`src/rtl/vga_timing_gen.sv`:
```
// vga_timing_gen: parametrised VGA raster timing with built-in test patterns.
// Counters run on the pixel clock; every pin-side output is registered once.
module vga_timing_gen #(
    parameter int H_VISIBLE = 640,
    parameter int H_FRONT   = 16,
    parameter int H_SYNC    = 96,
    parameter int H_BACK    = 48,
    parameter int V_VISIBLE = 480,
    parameter int V_FRONT   = 10,
    parameter int V_SYNC    = 2,
    parameter int V_BACK    = 33,
    parameter bit HSYNC_POL = 1'b0,
    parameter bit VSYNC_POL = 1'b0,
    parameter int COLOR_W   = 4,
    parameter int CNT_W     = 11
) (
    input  logic                   clk_i,
    input  logic                   reset_i,
    input  logic                   enable_i,
    input  logic [1:0]             mode_i,
    input  logic [3*COLOR_W-1:0]   pixel_i,
    output logic                   pixel_req_o,
    output logic [CNT_W-1:0]       x_o,
    output logic [CNT_W-1:0]       y_o,
    output logic [COLOR_W-1:0]     red_o,
    output logic [COLOR_W-1:0]     green_o,
    output logic [COLOR_W-1:0]     blue_o,
    output logic                   hsync_o,
    output logic                   vsync_o,
    output logic                   de_o,
    output logic                   frame_start_o,
    output logic                   line_start_o
);

    localparam int H_TOTAL = H_VISIBLE + H_FRONT + H_SYNC + H_BACK;
    localparam int V_TOTAL = V_VISIBLE + V_FRONT + V_SYNC + V_BACK;
    localparam int BAR_W   = (H_VISIBLE / 8 > 0) ? H_VISIBLE / 8 : 1;

    localparam logic [CNT_W-1:0] H_LAST   = CNT_W'(H_TOTAL - 1);
    localparam logic [CNT_W-1:0] V_LAST   = CNT_W'(V_TOTAL - 1);
    localparam logic [CNT_W-1:0] H_VIS    = CNT_W'(H_VISIBLE);
    localparam logic [CNT_W-1:0] V_VIS    = CNT_W'(V_VISIBLE);
    localparam logic [CNT_W-1:0] HS_FIRST = CNT_W'(H_VISIBLE + H_FRONT);
    localparam logic [CNT_W-1:0] HS_LAST  = CNT_W'(H_VISIBLE + H_FRONT + H_SYNC - 1);
    localparam logic [CNT_W-1:0] VS_FIRST = CNT_W'(V_VISIBLE + V_FRONT);
    localparam logic [CNT_W-1:0] VS_LAST  = CNT_W'(V_VISIBLE + V_FRONT + V_SYNC - 1);
    localparam logic [CNT_W-1:0] BAR_LAST = CNT_W'(BAR_W - 1);

    typedef enum logic [1:0] {
        MODE_EXT   = 2'd0,
        MODE_BARS  = 2'd1,
        MODE_CHECK = 2'd2,
        MODE_WHITE = 2'd3
    } mode_e;

    logic [CNT_W-1:0]     h_cnt;
    logic [CNT_W-1:0]     v_cnt;
    logic [CNT_W-1:0]     bar_cnt;
    logic [2:0]           bar_idx;
    mode_e                mode_q;
    mode_e                mode_cur;
    logic                 h_last;
    logic                 v_last;
    logic                 at_origin;
    logic                 hs_act;
    logic                 vs_act;
    logic [3*COLOR_W-1:0] pat;

    assign h_last      = (h_cnt == H_LAST);
    assign v_last      = (v_cnt == V_LAST);
    assign at_origin   = (h_cnt == '0) && (v_cnt == '0);
    assign pixel_req_o = (h_cnt < H_VIS) && (v_cnt < V_VIS);
    assign x_o         = h_cnt;
    assign y_o         = v_cnt;
    assign hs_act      = (h_cnt >= HS_FIRST) && (h_cnt <= HS_LAST);
    assign vs_act      = (v_cnt >= VS_FIRST) && (v_cnt <= VS_LAST);

    // New mode applies to the origin pixel itself, so a frame is never mixed.
    assign mode_cur = at_origin ? mode_e'(mode_i) : mode_q;

    // Raster counters: h wraps every line, v wraps every frame.
    always_ff @(posedge clk_i or posedge reset_i) begin
        if (reset_i) begin
            h_cnt <= '0;
            v_cnt <= '0;
        end else if (enable_i) begin
            if (h_last) begin
                h_cnt <= '0;
                v_cnt <= v_last ? '0 : v_cnt + 1'b1;
            end else begin
                h_cnt <= h_cnt + 1'b1;
            end
        end
    end

    // Bar position tracked alongside h_cnt so no divider is needed.
    always_ff @(posedge clk_i or posedge reset_i) begin
        if (reset_i) begin
            bar_cnt <= '0;
            bar_idx <= '0;
        end else if (enable_i) begin
            if (h_last) begin
                bar_cnt <= '0;
                bar_idx <= '0;
            end else if (bar_cnt == BAR_LAST) begin
                bar_cnt <= '0;
                bar_idx <= (bar_idx == 3'd7) ? 3'd7 : bar_idx + 3'd1;
            end else begin
                bar_cnt <= bar_cnt + 1'b1;
            end
        end
    end

    // Pattern selection is held for the whole frame once sampled.
    always_ff @(posedge clk_i or posedge reset_i) begin
        if (reset_i) begin
            mode_q <= MODE_EXT;
        end else if (enable_i && at_origin) begin
            mode_q <= mode_e'(mode_i);
        end
    end

    // Pixel colour for the current raster position, before blanking.
    always_comb begin
        pat = '0;
        unique case (mode_cur)
            MODE_EXT:   pat = pixel_i;
            MODE_BARS:  pat = {{COLOR_W{~bar_idx[1]}},
                               {COLOR_W{~bar_idx[2]}},
                               {COLOR_W{~bar_idx[0]}}};
            MODE_CHECK: pat = {3*COLOR_W{h_cnt[5] ^ v_cnt[5]}};
            MODE_WHITE: pat = '1;
        endcase
    end

    // Pin outputs, all delayed by one enabled cycle to stay aligned.
    always_ff @(posedge clk_i or posedge reset_i) begin
        if (reset_i) begin
            red_o         <= '0;
            green_o       <= '0;
            blue_o        <= '0;
            hsync_o       <= ~HSYNC_POL;
            vsync_o       <= ~VSYNC_POL;
            de_o          <= 1'b0;
            frame_start_o <= 1'b0;
            line_start_o  <= 1'b0;
        end else if (enable_i) begin
            {red_o, green_o, blue_o} <= pixel_req_o ? pat : '0;
            hsync_o       <= hs_act ? HSYNC_POL : ~HSYNC_POL;
            vsync_o       <= vs_act ? VSYNC_POL : ~VSYNC_POL;
            de_o          <= pixel_req_o;
            frame_start_o <= at_origin;
            line_start_o  <= (h_cnt == '0) && (v_cnt < V_VIS);
        end
    end

endmodule

```
`config.mk`:
```
export PLATFORM = sky130hd
export DESIGN_NAME = vga_timing_gen
export DESIGN_NICKNAME = d
export VERILOG_FILES = /design/src/rtl/vga_timing_gen.sv
export SDC_FILE = /design/constraint.sdc
export NUM_CORES = 1
export LEC_CHECK = 0
export CORE_ASPECT_RATIO = 1.2
export CORE_MARGIN = 2
export CORE_UTILIZATION = 52
export DETAILED_ROUTE_END_ITERATION = 10
export PLACE_DENSITY = 0.9
export SYNTH_ARGS = -nofsm -noshare
export SYNTH_HDL_FRONTEND = slang
export SYNTH_SLANG_ARGS = --single-unit
```
`constraint.sdc`:
```
create_clock -name clk_i -period 5.36 [get_ports clk_i]
set_input_delay 1.608 -clock clk_i [delete_from_list [all_inputs] [get_ports clk_i]]
set_output_delay 1.608 -clock clk_i [all_outputs]
set_load 0.03 [all_outputs]
```
==> flow_summary_export.csv <==
group,metric,value,unit
status,status,"finished clean",
layout,fin_nets,390,
routing,dr.pass1.iters,4,
layout,final_util,65.59,%
setup_path,start_kind,"input pin",
power,ir_drop,0.2336,mV
floorplan,io_pins,57,
layout,layout_commonest_cell,"clkdlybuf4s50_1",
clocking,cts_resized,0,
clocking,clock-root-buffer,"clkbuf_8",
placement,post-dp-hpwl,4.985,mm
power,powerDensity,377.5,nW/um2
logic_synthesis,syn-instance-count,311,
global_routing,grt_max_degree,56,
clocking,cts_made_buffers,5,
routing,num_vias,2644,
logic_synthesis,synth_nets,335,
clocking,clock_latency,0.32,ns
logic_synthesis,synth_area,2963,um2
clocking,htreeDepth,2,
clocking,path_clk_slew,0.09,ns
logic_synthesis,synth_area_per_cell,9.527,um2
layout,multi_input_area,1481,um2
min_path,hp-class,"flip-flop to flip-flop",
routing,via_per_inst,6.135,
layout,seq_area,1379,um2
sta,finalHoldViolCount,0,
routing,drt_iter0_markers,154,
routing,drcViolationCount,0,
sta,fmax,0.2630,GHz
floorplan,die_area,6320,um2
clocking,clock_sinks,55,
setup_path,worst_ep_arrival_time,4.04,ns
global_routing,grt_pass1_wl,11.84,mm
global_routing,track_usage,23.73,%
routing,wl,7.213,mm
floorplan,initial_core_util,52.98,%
clocking,cts_hold_buf,0,
setup_path,required,5.60,ns
sta,slew_headroom,26.65,%
sta,finalCritPeriodShare,70.95,%
logic_synthesis,synth-main-ff-cell,"dfrtp_1",
sta,slew_viol_final,0,
logic_synthesis,ys_warn_count,0,
power,total_leakage_power,0.001544,uW
setup_path,criticalPathCategory,"input pin to flip-flop",
setup_path,critPathCaptureType,"flip-flop",
floorplan,rows,30,
layout,layout_common_cells,"56 x clkdlybuf4s50_1, 53 x dfrtp_1, 30 x nor2_1",
sta,period_needed,3.803,ns
sta,final.setup.tns,0,ns
sta,rsz0062_at_grt,"false",
layout,diodes,0,
sta,tightest_slew,1.092,ns
sta,finClkSkew,0.007939,ns
logic_synthesis,synth_edf_count,0,
global_routing,grt_pass1_vias,2541,
clocking,cts_tree,"done",
logic_synthesis,ys_seq_elements,55,
clocking,clk_path_buf_depth,2,
floorplan,core_area,5593,um2
placement,dp_cells,423,
logic_synthesis,synth_cell_types,54,
run,maxCapViolCount,0,
setup_path,reg2reg_slack,2.85,ns
setup_path,crit_fanout,28,
floorplan,die_h,86.69,um
placement,io_buffers,56,
sta,finalWorstSetupSlack,1.557,ns
routing,ant_nets,0,
sta,finalSetupViolations,0,
global_routing,grt.overflow.total,0,
placement,place_ws,1.271,ns
layout,layout-drive-gt1-share,6.540,%
layout,area_delta_synth_final,23.82,%
logic_synthesis,async_flop_share,100.0,%
sta,whs,0.4957,ns
placement,gp_congestion,0.8674,
logic_synthesis,synth.yosys.seq_area_share,46.54,%
layout,fill_cells,437,
floorplan,die_w,72.91,um
layout,fin_cells,431,
global_routing,antenna_found_initial,0,
routing,wl_per_cell,16.74,um
clocking,postCtsSetupRepairBufs,0,
[kinds of logic (layout without fill, tap and decap cells)]
family	Yosys count	in the layout	share of synthesized area, %
buf+inv	23	79	3.463
compound gates	67	67	14.70
mux	6	6	2.196
xor+xnor	19	19	5.617
simple gates	134	134	24.54
flops	55	55	46.54
fa+ha+maj	7	7	2.956
[where the power goes]
part	internal, uW	switching, uW
clock	118	133
combinational	227	301
sequential	507	98.7
[per-stage QoR]
step | cell area, um2 | total power, uW
global placement | 3568 | 1111
finish | 3669 | 1385
detailed placement | 3568 | 1133
global route | 3669 | 1463
CTS | 3669 | 1390
floorplan | 2963 | 926.3
[worst max-delay path, stage by stage]
cell and delay (ns):
clkdlybuf4s50_1 0.46, buf_4 0.27, nand2b_1 0.12, nor3_1 0.89, o21ai_0 0.46, o2bb2ai_1 0.24
[per-layer routing]
| layer | vias up | wire length, um | track usage, % |
|---|---|---|---|
| met5 | - | 0 | 0 |
| met4 | 0 | 96 | 8.923 |
| met3 | 9 | 320 | 3.605 |
| met2 | 88 | 3784 | 40.50 |
| met1 | 1302 | 3012 | 30.20 |
| li1 | 1245 | - | - |
[registers in the layout, summed over array words and instances (netlist names)]
name           count
frame_start_o      1
green_o            4
x_o               11
de_o               1
red_o              4
blue_o             4
hsync_o            1
mode_q             2
vsync_o            1
y_o               11
bar_cnt           11
bar_idx            3
line_start_o       1
[area by class of cell]
type / instances / share of cell area (%)
well taps: 64 / 2.183
repair buffers: 59 / 15.89
flip-flops and latches: 55 / 37.59
clock buffers: 8 / 2.729
inverters: 12 / 1.228
multi-input cells: 233 / 40.38
[cells in the mapped netlist, types with 2 or more instances]
cell | number | area [um2]
a31oi_1 | 3 | 18.77
o2bb2ai_1 | 8 | 70.07
nor4_1 | 3 | 18.77
o221ai_1 | 2 | 17.52
buf_6 | 2 | 22.52
and3_1 | 6 | 37.54
nor2b_1 | 3 | 18.77
a21o_1 | 3 | 22.52
nand2_1 | 24 | 90.09
or4_4 | 2 | 22.52
mux2i_1 | 2 | 20.02
nand4_1 | 15 | 93.84
and2_1 | 2 | 12.51
dfstp_2 | 2 | 52.55
xnor2_1 | 10 | 87.58
inv_1 | 11 | 41.29
mux2_2 | 4 | 45.04
nand2b_1 | 3 | 18.77
nand3b_1 | 4 | 30.03
a21oi_1 | 17 | 85.08
and4_1 | 3 | 26.28
o31ai_1 | 2 | 15.01
clkbuf_1 | 8 | 30.03
o21ai_1 | 2 | 10.01
ha_1 | 7 | 87.58
o21ai_0 | 18 | 90.09
nor3_2 | 2 | 20.02
nand3_1 | 18 | 90.09
dfrtp_1 | 53 | 1326
nor3_1 | 9 | 45.04
nor2_1 | 30 | 112.6
xor2_1 | 9 | 78.83
nand4b_1 | 3 | 26.28
[final timing paths]
kind	from	end	depth (start not counted)
max	enable_i	blue_o[0]	6
min	green_o[0]	green_o[0]	1
max reg2reg	y_o[5]	blue_o[0]	5
min reg2reg	green_o[0]	green_o[0]	1
max in group asynchronous	reset_i	bar_cnt[2]	3
min in group asynchronous	reset_i	y_o[6]	3
Power figures use the tool's default switching activity.
